--- config.mk ---
export PLATFORM = sky130hd
export DESIGN_NAME = execute_pipe_mc
export DESIGN_NICKNAME = d
export VERILOG_FILES = /design/src/rtl/execute_pipe_mc_pkg.sv /design/src/rtl/execute_pipe_mc_alu.sv /design/src/rtl/execute_pipe_mc_mul_iter.sv /design/src/rtl/execute_pipe_mc.sv
export SDC_FILE = /design/constraint.sdc
export NUM_CORES = 1
export LEC_CHECK = 0
export CAP_MARGIN = 5
export CORE_MARGIN = 2
export CORE_UTILIZATION = 35
export CTS_BUF_LIST = sky130_fd_sc_hd__clkbuf_4
export DETAILED_ROUTE_END_ITERATION = 12
export PLACE_DENSITY_LB_ADDON = 0.05
export SYNTH_ARGS = -nofsm -noshare
export SYNTH_HDL_FRONTEND = slang
export SYNTH_SLANG_ARGS = --single-unit
--- constraint.sdc ---
create_clock -name clk -period 5.4 [get_ports clk]
set_clock_uncertainty 0.2 [all_clocks]
set_input_delay 0.81 -clock clk [delete_from_list [all_inputs] [get_ports clk]]
set_output_delay 0.81 -clock clk [all_outputs]
set_load 0.02 [all_outputs]
--- src/rtl/execute_pipe_mc_pkg.sv ---
// Shared encodings for the multi-cycle execute stage: ALU op selects,
// ctrl_in bit positions and FSM state codes.
package execute_pipe_mc_pkg;

  typedef enum logic {
    IDLE     = 1'b0,
    MUL_BUSY = 1'b1
  } state_e;

  localparam logic [3:0] ALU_ADD  = 4'd0;
  localparam logic [3:0] ALU_SUB  = 4'd1;
  localparam logic [3:0] ALU_AND  = 4'd2;
  localparam logic [3:0] ALU_OR   = 4'd3;
  localparam logic [3:0] ALU_XOR  = 4'd4;
  localparam logic [3:0] ALU_NOR  = 4'd5;
  localparam logic [3:0] ALU_SLT  = 4'd6;
  localparam logic [3:0] ALU_SLTU = 4'd7;
  localparam logic [3:0] ALU_SLL  = 4'd8;
  localparam logic [3:0] ALU_SRL  = 4'd9;
  localparam logic [3:0] ALU_SRA  = 4'd10;

  localparam int CTRL_W        = 12;
  localparam int CTRL_PCTOREG  = 11;
  localparam int CTRL_REGTOPC  = 10;
  localparam int CTRL_JUMP     = 9;
  localparam int CTRL_BRANCH   = 8;
  localparam int CTRL_BZERO    = 7;
  localparam int CTRL_RTYPE    = 6;
  localparam int CTRL_REGWRITE = 5;
  localparam int CTRL_MEMTOREG = 4;
  localparam int CTRL_MEMWRITE = 3;
  localparam int CTRL_LOADSIGN = 2;
  localparam int CTRL_MUL      = 1;
  localparam int CTRL_SPARE    = 0;

endpackage

--- src/rtl/execute_pipe_mc_alu.sv ---
// Single-cycle combinational ALU shared with the original execute stage.
module alu
  import execute_pipe_mc_pkg::*;
#(
  parameter int XLEN = 32
) (
  input  logic [3:0]      i_op,
  input  logic [XLEN-1:0] i_a,
  input  logic [XLEN-1:0] i_b,
  output logic [XLEN-1:0] o_y
);

  localparam int SHW = $clog2(XLEN);

  logic signed [XLEN-1:0] w_a_s;
  logic signed [XLEN-1:0] w_b_s;
  logic [SHW-1:0]         w_shamt;

  assign w_a_s   = i_a;
  assign w_b_s   = i_b;
  assign w_shamt = i_b[SHW-1:0];

  always_comb begin
    o_y = '0;
    case (i_op)
      ALU_ADD:  o_y = i_a + i_b;
      ALU_SUB:  o_y = i_a - i_b;
      ALU_AND:  o_y = i_a & i_b;
      ALU_OR:   o_y = i_a | i_b;
      ALU_XOR:  o_y = i_a ^ i_b;
      ALU_NOR:  o_y = ~(i_a | i_b);
      ALU_SLT:  o_y = {{(XLEN-1){1'b0}}, (w_a_s < w_b_s)};
      ALU_SLTU: o_y = {{(XLEN-1){1'b0}}, (i_a < i_b)};
      ALU_SLL:  o_y = i_a << w_shamt;
      ALU_SRL:  o_y = i_a >> w_shamt;
      ALU_SRA:  o_y = $unsigned(w_a_s >>> w_shamt);
      default:  o_y = '0;
    endcase
  end

endmodule

--- src/rtl/execute_pipe_mc_mul_iter.sv ---
// Iterative shift-add multiplier retiring MUL_BPC multiplier bits per cycle;
// only the low XLEN product bits are kept.
module mul_iter #(
  parameter int XLEN    = 32,
  parameter int MUL_BPC = 1
) (
  input  logic            clk,
  input  logic            reset,
  input  logic            i_start,
  input  logic            i_kill,
  input  logic [XLEN-1:0] i_a,
  input  logic [XLEN-1:0] i_b,
  output logic            o_busy,
  output logic            o_done,
  output logic [XLEN-1:0] o_product
);

  localparam int STEPS = XLEN / MUL_BPC;
  localparam int CW    = $clog2(STEPS);
  localparam logic [CW-1:0] CNT_LAST = CW'(STEPS - 1);

  logic            r_busy;
  logic [CW-1:0]   r_cnt;
  logic [XLEN-1:0] r_acc;
  logic [XLEN-1:0] r_mcand;
  logic [XLEN-1:0] r_mplier;
  logic [XLEN-1:0] w_partial;
  logic [XLEN-1:0] w_acc_next;

  always_comb begin
    w_partial = '0;
    for (int j = 0; j < MUL_BPC; j++) begin
      if (r_mplier[j]) w_partial = w_partial + (r_mcand << j);
    end
  end

  // The final step's sum is presented directly so the caller can capture it
  // on the same edge that the counter reaches zero.
  assign w_acc_next = r_acc + w_partial;
  assign o_product  = w_acc_next;
  assign o_busy     = r_busy;
  assign o_done     = r_busy && (r_cnt == '0);

  always_ff @(posedge clk) begin
    if (reset || i_kill) begin
      r_busy <= 1'b0;
      r_cnt  <= '0;
    end else if (i_start) begin
      r_busy <= 1'b1;
      r_cnt  <= CNT_LAST;
    end else if (r_busy) begin
      if (r_cnt != '0) r_cnt <= r_cnt - CW'(1);
      if (o_done) r_busy <= 1'b0;
    end
  end

  always_ff @(posedge clk) begin
    if (i_start) begin
      r_acc    <= '0;
      r_mcand  <= i_a;
      r_mplier <= i_b;
    end else if (r_busy) begin
      r_acc    <= w_acc_next;
      r_mcand  <= r_mcand << MUL_BPC;
      r_mplier <= r_mplier >> MUL_BPC;
    end
  end

endmodule

--- src/rtl/execute_pipe_mc.sv ---
// Execute stage with valid/ready on both sides, 1-cycle ALU ops, iterative
// multiply that stalls upstream, flush, and branch/jump target resolution.
module execute_pipe_mc
  import execute_pipe_mc_pkg::*;
#(
  parameter int XLEN     = 32,
  parameter int MUL_BPC  = 1,
  parameter int REG_BITS = 5
) (
  input  logic                clk,
  input  logic                reset,
  input  logic                in_valid,
  output logic                in_ready,
  input  logic                flush,
  input  logic [XLEN-1:0]     nextPC_in,
  input  logic [XLEN-1:0]     opA_in,
  input  logic [XLEN-1:0]     opB_in,
  input  logic [25:0]         offset26_in,
  input  logic [15:0]         offset16_in,
  input  logic [REG_BITS-1:0] destReg_in,
  input  logic [3:0]          ALUCtrl_in,
  input  logic [CTRL_W-1:0]   ctrl_in,
  input  logic [1:0]          DSize_in,
  output logic                out_valid,
  input  logic                out_ready,
  output logic [XLEN-1:0]     nextPC_out,
  output logic [XLEN-1:0]     aluResult_out,
  output logic [XLEN-1:0]     leapAddr_out,
  output logic [REG_BITS-1:0] destReg_out,
  output logic                leap_out,
  output logic                PCtoReg_out,
  output logic                RegWrite_out,
  output logic                MemToReg_out,
  output logic                MemWrite_out,
  output logic                loadSign_out,
  output logic [1:0]          DSize_out
);

  state_e                 r_state;
  state_e                 w_state_next;
  logic                   w_in_ready;
  logic                   w_accept;
  logic                   w_is_mul;
  logic                   w_mul_start;
  logic                   w_mul_busy;
  logic                   w_mul_done;
  logic [XLEN-1:0]        w_mul_p;
  logic [XLEN-1:0]        w_alu_y;
  logic [XLEN-1:0]        w_leap_addr;
  logic                   w_leap;
  logic signed [XLEN-1:0] w_off16_sx;
  logic signed [XLEN-1:0] w_off26_sx;
  logic [1:0]             w_unused_ctrl;

  assign w_unused_ctrl = {ctrl_in[CTRL_RTYPE], ctrl_in[CTRL_SPARE]};
  assign w_is_mul      = ctrl_in[CTRL_MUL];
  assign w_accept      = in_valid && in_ready && !flush;
  assign w_mul_start   = w_accept && w_is_mul;
  assign in_ready      = w_in_ready;

  alu #(.XLEN(XLEN)) u_alu (
    .i_op (ALUCtrl_in),
    .i_a  (opA_in),
    .i_b  (opB_in),
    .o_y  (w_alu_y)
  );

  mul_iter #(.XLEN(XLEN), .MUL_BPC(MUL_BPC)) u_mul (
    .clk       (clk),
    .reset     (reset),
    .i_start   (w_mul_start),
    .i_kill    (flush),
    .i_a       (opA_in),
    .i_b       (opB_in),
    .o_busy    (w_mul_busy),
    .o_done    (w_mul_done),
    .o_product (w_mul_p)
  );

  assign w_off16_sx = XLEN'(signed'(offset16_in));
  assign w_off26_sx = XLEN'(signed'(offset26_in));

  always_comb begin
    w_leap_addr = nextPC_in;
    if (ctrl_in[CTRL_REGTOPC])     w_leap_addr = opA_in;
    else if (ctrl_in[CTRL_BRANCH]) w_leap_addr = nextPC_in + $unsigned(w_off16_sx);
    else if (ctrl_in[CTRL_JUMP])   w_leap_addr = nextPC_in + $unsigned(w_off26_sx);
  end

  always_comb begin
    w_leap = 1'b0;
    if (w_is_mul)                  w_leap = 1'b0;
    else if (ctrl_in[CTRL_JUMP])   w_leap = 1'b1;
    else if (ctrl_in[CTRL_BRANCH]) w_leap = ctrl_in[CTRL_BZERO] ? (opA_in == '0)
                                                                : (opA_in != '0);
  end

  always_ff @(posedge clk) begin
    if (reset) r_state <= IDLE;
    else       r_state <= w_state_next;
  end

  always_comb begin
    w_state_next = r_state;
    if (flush) begin
      w_state_next = IDLE;
    end else begin
      case (r_state)
        IDLE:     if (w_mul_start) w_state_next = MUL_BUSY;
        MUL_BUSY: if (w_mul_done)  w_state_next = IDLE;
        default:  w_state_next = IDLE;
      endcase
    end
  end

  always_comb begin
    w_in_ready = !reset && (r_state == IDLE) && !w_mul_busy && (!out_valid || out_ready);
  end

  // Output register: a mul loads its pass-through fields at accept and
  // fills in the product when the multiplier finishes.
  always_ff @(posedge clk) begin
    if (reset) begin
      out_valid     <= 1'b0;
      nextPC_out    <= '0;
      aluResult_out <= '0;
      leapAddr_out  <= '0;
      destReg_out   <= '0;
      leap_out      <= 1'b0;
      PCtoReg_out   <= 1'b0;
      RegWrite_out  <= 1'b0;
      MemToReg_out  <= 1'b0;
      MemWrite_out  <= 1'b0;
      loadSign_out  <= 1'b0;
      DSize_out     <= '0;
    end else if (flush) begin
      out_valid <= 1'b0;
    end else if (w_accept) begin
      out_valid     <= !w_is_mul;
      nextPC_out    <= nextPC_in;
      aluResult_out <= w_alu_y;
      leapAddr_out  <= w_leap_addr;
      destReg_out   <= destReg_in;
      leap_out      <= w_leap;
      PCtoReg_out   <= ctrl_in[CTRL_PCTOREG];
      RegWrite_out  <= ctrl_in[CTRL_REGWRITE];
      MemToReg_out  <= ctrl_in[CTRL_MEMTOREG];
      MemWrite_out  <= ctrl_in[CTRL_MEMWRITE];
      loadSign_out  <= ctrl_in[CTRL_LOADSIGN];
      DSize_out     <= DSize_in;
    end else if (w_mul_done) begin
      out_valid     <= 1'b1;
      aluResult_out <= w_mul_p;
    end else if (out_valid && out_ready) begin
      out_valid <= 1'b0;
    end
  end

endmodule

Word level (Yosys, flattened, before mapping)
Cells that the tools add are included.
- flip-flop bits (word level): 213
- input bits: 166
- output and inout port bits: 111
- $add $sub $neg: 6
- order comparisons: 2
- equal/unequal tests: 10
- shifts and indexed selects: 3
- mux-type cells: 26
- bitwise logic cells: 6
- reductions and logical operators: 28
- operators with widths (cell ; count):
    32-bit case mux with 11 select lines ; 1
    32-bit two-way mux ; 10
    32-bit adder ; 4
    32-bit less-than comparator ; 2
    32-bit AND ; 1
    32-bit logical NOT ; 1
    32-bit inverter ; 1
    32-bit OR ; 1
    32-bit nonzero test ; 1
    32-bit by 5-bit left shift with 32-bit output ; 1
    32-bit by 5-bit right shift with 32-bit output ; 1
    32-bit by 5-bit >>> shifter with 32-bit output ; 1
    32-bit subtractor ; 1
    32-bit bitwise XOR ; 1
    4-bit by 3-bit equality test with 1-bit output, second input constant ; 4
    5-bit two-way mux ; 3
    4-bit equality test, second input constant ; 3
    1-bit two-way mux ; 11
    4-bit by 2-bit equality test with 1-bit output, second input constant ; 2
    1-bit logical AND ; 8
    2-bit AND reduction ; 3
    2-bit nonzero test ; 3
    1-bit logical NOT ; 5
    5-bit logical NOT ; 1
    9 further kinds ; 11

Longest topological paths before layout
- depth after elaboration: 9
- gate-level depth with buffers: 15
- gate-level depth less buffers: 14

Modules after synthesis
From an unflattened synthesis, not the netlist that was laid out.
- cell total of the unflattened synthesis: 3040
- area total of the unflattened synthesis: 23354.9 um2
- by module, submodules not included (module ; times used ; cells an instance ; area each (um2)):
    alu ; 1 ; 1345 ; 8800.9
    execute_pipe_mc ; 1 ; 1108 ; 8321.7
    mul_iter ; 1 ; 587 ; 6232.2

Least setup slack after synthesis
OpenSTA, ideal clock, no wires.
- path kind: input to register
- start point: in reset
- end point: reg u_mul.r_mcand[0], enable pin
- setup time: 418 ps
- arrival time: 3502 ps
- setup slack: 1281 ps
- stages on the path: 7
- path buffers: 2
- cells stage by stage: clkbuf_1 nor4b_2 and3b_1 and2_1 nor2_1 clkbuf_1 inv_1
- word-level cells in the longest chain between the ends: 8
- RTL lines (item ; RTL line ; source):
    start, declared ; execute_pipe_mc.sv:11 ; input logic reset,
    1-bit logical NOT ; execute_pipe_mc.sv:117 ; w_in_ready = !reset && (r_state == IDLE) && !w_mul_busy && (!out_valid || out_ready);
    1-bit logical AND (3 in series) ; execute_pipe_mc.sv:117 ;
    via in_ready ; execute_pipe_mc.sv:13 ; output logic in_ready,
    1-bit logical AND (2 in series) ; execute_pipe_mc.sv:57 ; assign w_accept = in_valid && in_ready && !flush;
    1-bit logical AND ; execute_pipe_mc.sv:58 ; assign w_mul_start = w_accept && w_is_mul;
    2-bit nonzero test (no source line) ; - ;
    end signal, assigned ; execute_pipe_mc_mul_iter.sv:60 ; r_mcand <= i_a;
    end signal, assigned ; execute_pipe_mc_mul_iter.sv:64 ; r_mcand <= r_mcand << MUL_BPC;
    end, declared ; execute_pipe_mc_mul_iter.sv:25 ; logic [XLEN-1:0] r_mcand;
The timed path passes the listed nets, and every way through them passes these cells.
A chain may end at the register's enable or synchronous reset.

Worst setup path in the final report
- start point: in opA_in[0]
- end point: reg aluResult_out[28]
- word-level cells in the longest chain between the ends: 3
- elaborated cells between the ends (all ways): 7
- classes of those cells: add/sub (2); shift (3); mux (2)
- RTL lines (item ; RTL line ; source):
    start, declared ; execute_pipe_mc.sv:16 ; input logic [XLEN-1:0] opA_in,
    32-bit subtractor (tied with other cells) ; execute_pipe_mc_alu.sv:27 ; ALU_SUB: o_y = i_a - i_b;
    32-bit case mux with 11 select lines * ; execute_pipe_mc_alu.sv:25 ; case (i_op)
    32-bit two-way mux * ; execute_pipe_mc.sv:138 ; end else if (w_accept) begin
    end signal, assigned ; execute_pipe_mc.sv:141 ; aluResult_out <= w_alu_y;
    end signal, assigned ; execute_pipe_mc.sv:153 ; aluResult_out <= w_mul_p;
    end, declared ; execute_pipe_mc.sv:27 ; output logic [XLEN-1:0] aluResult_out,
Every way passes the cells marked *; elsewhere a longest branch is shown, timed or not.

==> flow_metrics.py <==
metrics = {
    "critical_path": {
        "path_class": "primary input to register",
        "end_kind": "register",
        "crit_buf_inv": 3,
        "start_kind": "primary input",
        "crit_family": "compound AO/OA/AOI/OAI gates",
        "cp_num_cells": 15,
        "critPathSlowestCell": "clkdlybuf4s50_1",
        "worstPathRequired_ns": 5.85,
        "slowest_delay_ns": 0.73,
        "startpoint": "opA_in[0]",
        "setup.worst_path.end": "aluResult_out[28]$_SDFFE_PP0P_",
        "r2r-end": "aluResult_out[30]$_SDFFE_PP0P_",
        "r2r_slack_ns": 1.42,
        "crit_fanout": 7,
        "r2r-start": "u_mul.r_mplier[0]$_DFFE_PP_",
        "crit_arrival_ns": 4.75,
        "r2r_cells": 13,
        "cp_cell_sequence": "clkdlybuf4s50_1, inv_1, ha_1, inv_1, fa_1, nor3b_2, nor3_1, o21ai_2, o211ai_2, or3_1, a31oi_2, nor3_1, a31o_1, a221oi_1, o211ai_1",
    },
    "clock_tree": {
        "cts_tree": "done",
        "clk_pin_slew_ns": 0.07,
        "root_buffer": "clkbuf_4",
        "cts_buffers": 68,
        "post_cts.repair.setup_buffers": 0,
        "post_cts_resized": 0,
        "h-tree-depth": 3,
        "clock_sink_count": 213,
        "cts_buffer_depth": 3,
        "worstSkewPairLatency_ns": 0.84,
        "ctsHoldBuffers": 0,
    },
    "logic_synthesis": {
        "synth-compound-area-share": 0.305,
        "avgSynthCellArea_um2": 7.66,
        "synthCells": 2933,
        "synth-warning-count": 0,
        "synthesis.area_um2": 22500,
        "synthSimpleGateAreaFrac": 0.184,
        "yosys.area.top_type": "dfxtp_1",
        "synthXorXnorAreaFrac": 0.0402,
        "synth.distinct_cells": 106,
        "synthAdderAreaFrac": 0.115,
        "synth_ff_type": "dfxtp_1",
        "yosysSeqAreaShare": 0.218,
        "netlist.area_leader.share": 0.133,
        "async_flop_share": 0,
        "muxShareOfSynthArea": 0.0777,
        "yosys_register_bits": 213,
        "synth_edf_count": 64,
        "synth_area_leaders": "dfxtp_1 (13%), ha_1 (11%), edfxtp_1 (8.6%)",
        "syn_nets": 3303,
        "synth_top_family_by_area": "compound AO/OA/AOI/OAI gates",
    },
    "global_route": {
        "antenna_found_initial": 13,
        "overflow": 0,
        "grt_pass1_vias": 24300,
        "grt_pass1_wl_mm": 164,
        "grt_max_degree": 96,
        "grt.total_usage": 0.331,
    },
    "detailed_routing": {
        "viasPerCell": 6.07,
        "routed_wl_mm": 113,
        "vias": 24900,
        "firstDrtPassIters": 7,
        "wl_per_cell_um": 27.5,
        "drc": 0,
        "postRouteAntennaNets": 0,
        "drt_iter0_markers": 2213,
    },
    "power": {
        "power_density_nw_per_um2": 214,
        "ir_worst_vdd_mv": 0.120,
        "leakage_nw": 11.0,
        "power_mw": 5.84,
    },
    "run_status": {
        "status": "finished, final reports clean",
    },
    "cells_and_area": {
        "nets": 3563,
        "drive_above_1_share": 0.108,
        "design_area_um2": 27300,
        "area_growth_pct": 21.7,
    },
    "place": {
        "portBuffers": 274,
        "hpwl_mm": 87.4,
        "gp_congestion": 0.956,
        "place_ws_ns": 0.361,
        "dpl_cell_area_um2": 26400,
    },
    "timing": {
        "finalSetupViolations": 0,
        "clock.fmax_ghz": 0.233,
        "fin_crit_sh": 0.796,
        "worst_pin_slew_ns": 1.12,
        "postLayoutSetupSlackWorst_ns": 1.10,
        "rsz0062_at_grt": "no",
        "slew_headroom": 0.253,
        "hold_violations": 0,
        "fin_crit_ns": 4.30,
        "setup_tns_ns": 0,
        "timing.final.max_slew_violations": 0,
    },
    "die": {
        "die-width_um": 257,
        "rows": 92,
        "start_util": 0.355,
        "core_area_um2": 63300,
        "die_h_um": 257,
        "die_area_um2": 66200,
        "io_pins": 277,
    },
    "min_path": {
        "hold_class": "primary input to register",
        "min_from": "reset",
    },
    "flow_run": {
        "maxCapViolCount": 0,
    },
}
==> flip-flops by register name, indices dropped and copies added, names as in the netlist, 2 cells and up <==
register	count
u_mul.r_mcand	32
aluResult_out	32
u_mul.r_acc	32
nextPC_out	32
destReg_out	5
DSize_out	2
u_mul.r_cnt	5
u_mul.r_mplier	32
leapAddr_out	32
==> power breakdown <==
group	switching [mW]	internal, mW	leakage (nW)
clock	0.876	0.977	0.532
sequential	0.0497	1.72	1.80
combinational	1.36	0.852	8.68
==> metal layers <==
metal | vias up | GRT usage | part of all wire
met2 | 1119 | 0.538 | 0.46
met5 | - | 0 | 0.00044
met3 | 293 | 0.0662 | 0.072
met1 | 12100 | 0.405 | 0.40
met4 | 8 | 0.195 | 0.068
li1 | 11400 | - | -
==> layout make-up <==
cell class                      instances  area [µm²]
Clock inverter                         24         179
Clock buffer                           98         736
Fill cell                            6502       36000
Tap cell                              846        1060
Inverter                              130         488
Sequential cell                       213        4900
Antenna cell                           10        25.0
Timing Repair Buffer                  398        3690
Multi-Input combinational cell       2382       16300
==> layout by cell type, fill, tap and decap left out, types with 38 or more instances in the layout <==
| cell type | Yosys | layout |
|---|---|---|
| a21oi_1 | 326 | 326 |
| ha_1 | 199 | 199 |
| dfxtp_1 | 149 | 149 |
| o21ai_0 | 235 | 234 |
| nor2_1 | 236 | 234 |
| nor3_1 | 64 | 61 |
| xnor2_1 | 66 | 66 |
| clkdlybuf4s50_1 | 0 | 266 |
| inv_1 | 124 | 123 |
| mux4_2 | 52 | 52 |
| a211oi_1 | 49 | 49 |
| a21o_1 | 59 | 59 |
| nand3_1 | 56 | 56 |
| edfxtp_1 | 64 | 64 |
| clkbuf_4 | 0 | 98 |
| a31oi_1 | 38 | 38 |
| buf_4 | 4 | 122 |
| nand2_1 | 363 | 362 |
| and2_1 | 42 | 42 |
| mux2i_1 | 43 | 43 |
==> worst min-delay path by stage <==
stage	end	cells past startpoint
2_1_floorplan	u_mul.r_acc[18]$_SDFFE_PP0P_	2
3_3_place_gp	loadSign_out$_SDFFE_PP0P_	2
3_5_place_dp	leapAddr_out[14]$_SDFFE_PP0P_	2
4_1_cts	aluResult_out[16]$_SDFFE_PP0P_	2
5_1_grt	aluResult_out[16]$_SDFFE_PP0P_	2
6_report	aluResult_out[16]$_SDFFE_PP0P_	2
==> logic make-up (layout without fill, tap and decap cells) <==
family | after synthesis | after routing
AO/OA/AOI/OAI | 1060 | 1060
XOR/XNOR | 103 | 103
adder cells (fa/ha/maj) | 204 | 204
buffers and inverters | 338 | 650
flip-flops | 213 | 213
multiplexers | 105 | 105
other | 0 | 10
AND/OR/NAND/NOR | 910 | 910
==> Yosys cell counts (38+ instances only) <==
library cell	count
mux2i_1	43
ha_1	199
nor3_1	64
dfxtp_1	149
a211oi_1	49
edfxtp_1	64
inv_1	124
o21ai_0	235
nor2_1	236
clkbuf_1	168
a31oi_1	38
nand2_1	363
a21oi_1	326
xnor2_1	66
nand3_1	56
a21o_1	59
and2_1	42
mux4_2	52
==> per-stage QoR <==
step	hold WS, ns	utilization	cells
floorplan	0.239	-	2933
global placement	0.243	0.417	3969
detailed placement	0.247	0.417	3969
CTS	0.0410	0.431	4091
global route	0.0735	0.432	4095
finish	0.137	0.432	4101
Power figures use the tool's default switching activity.
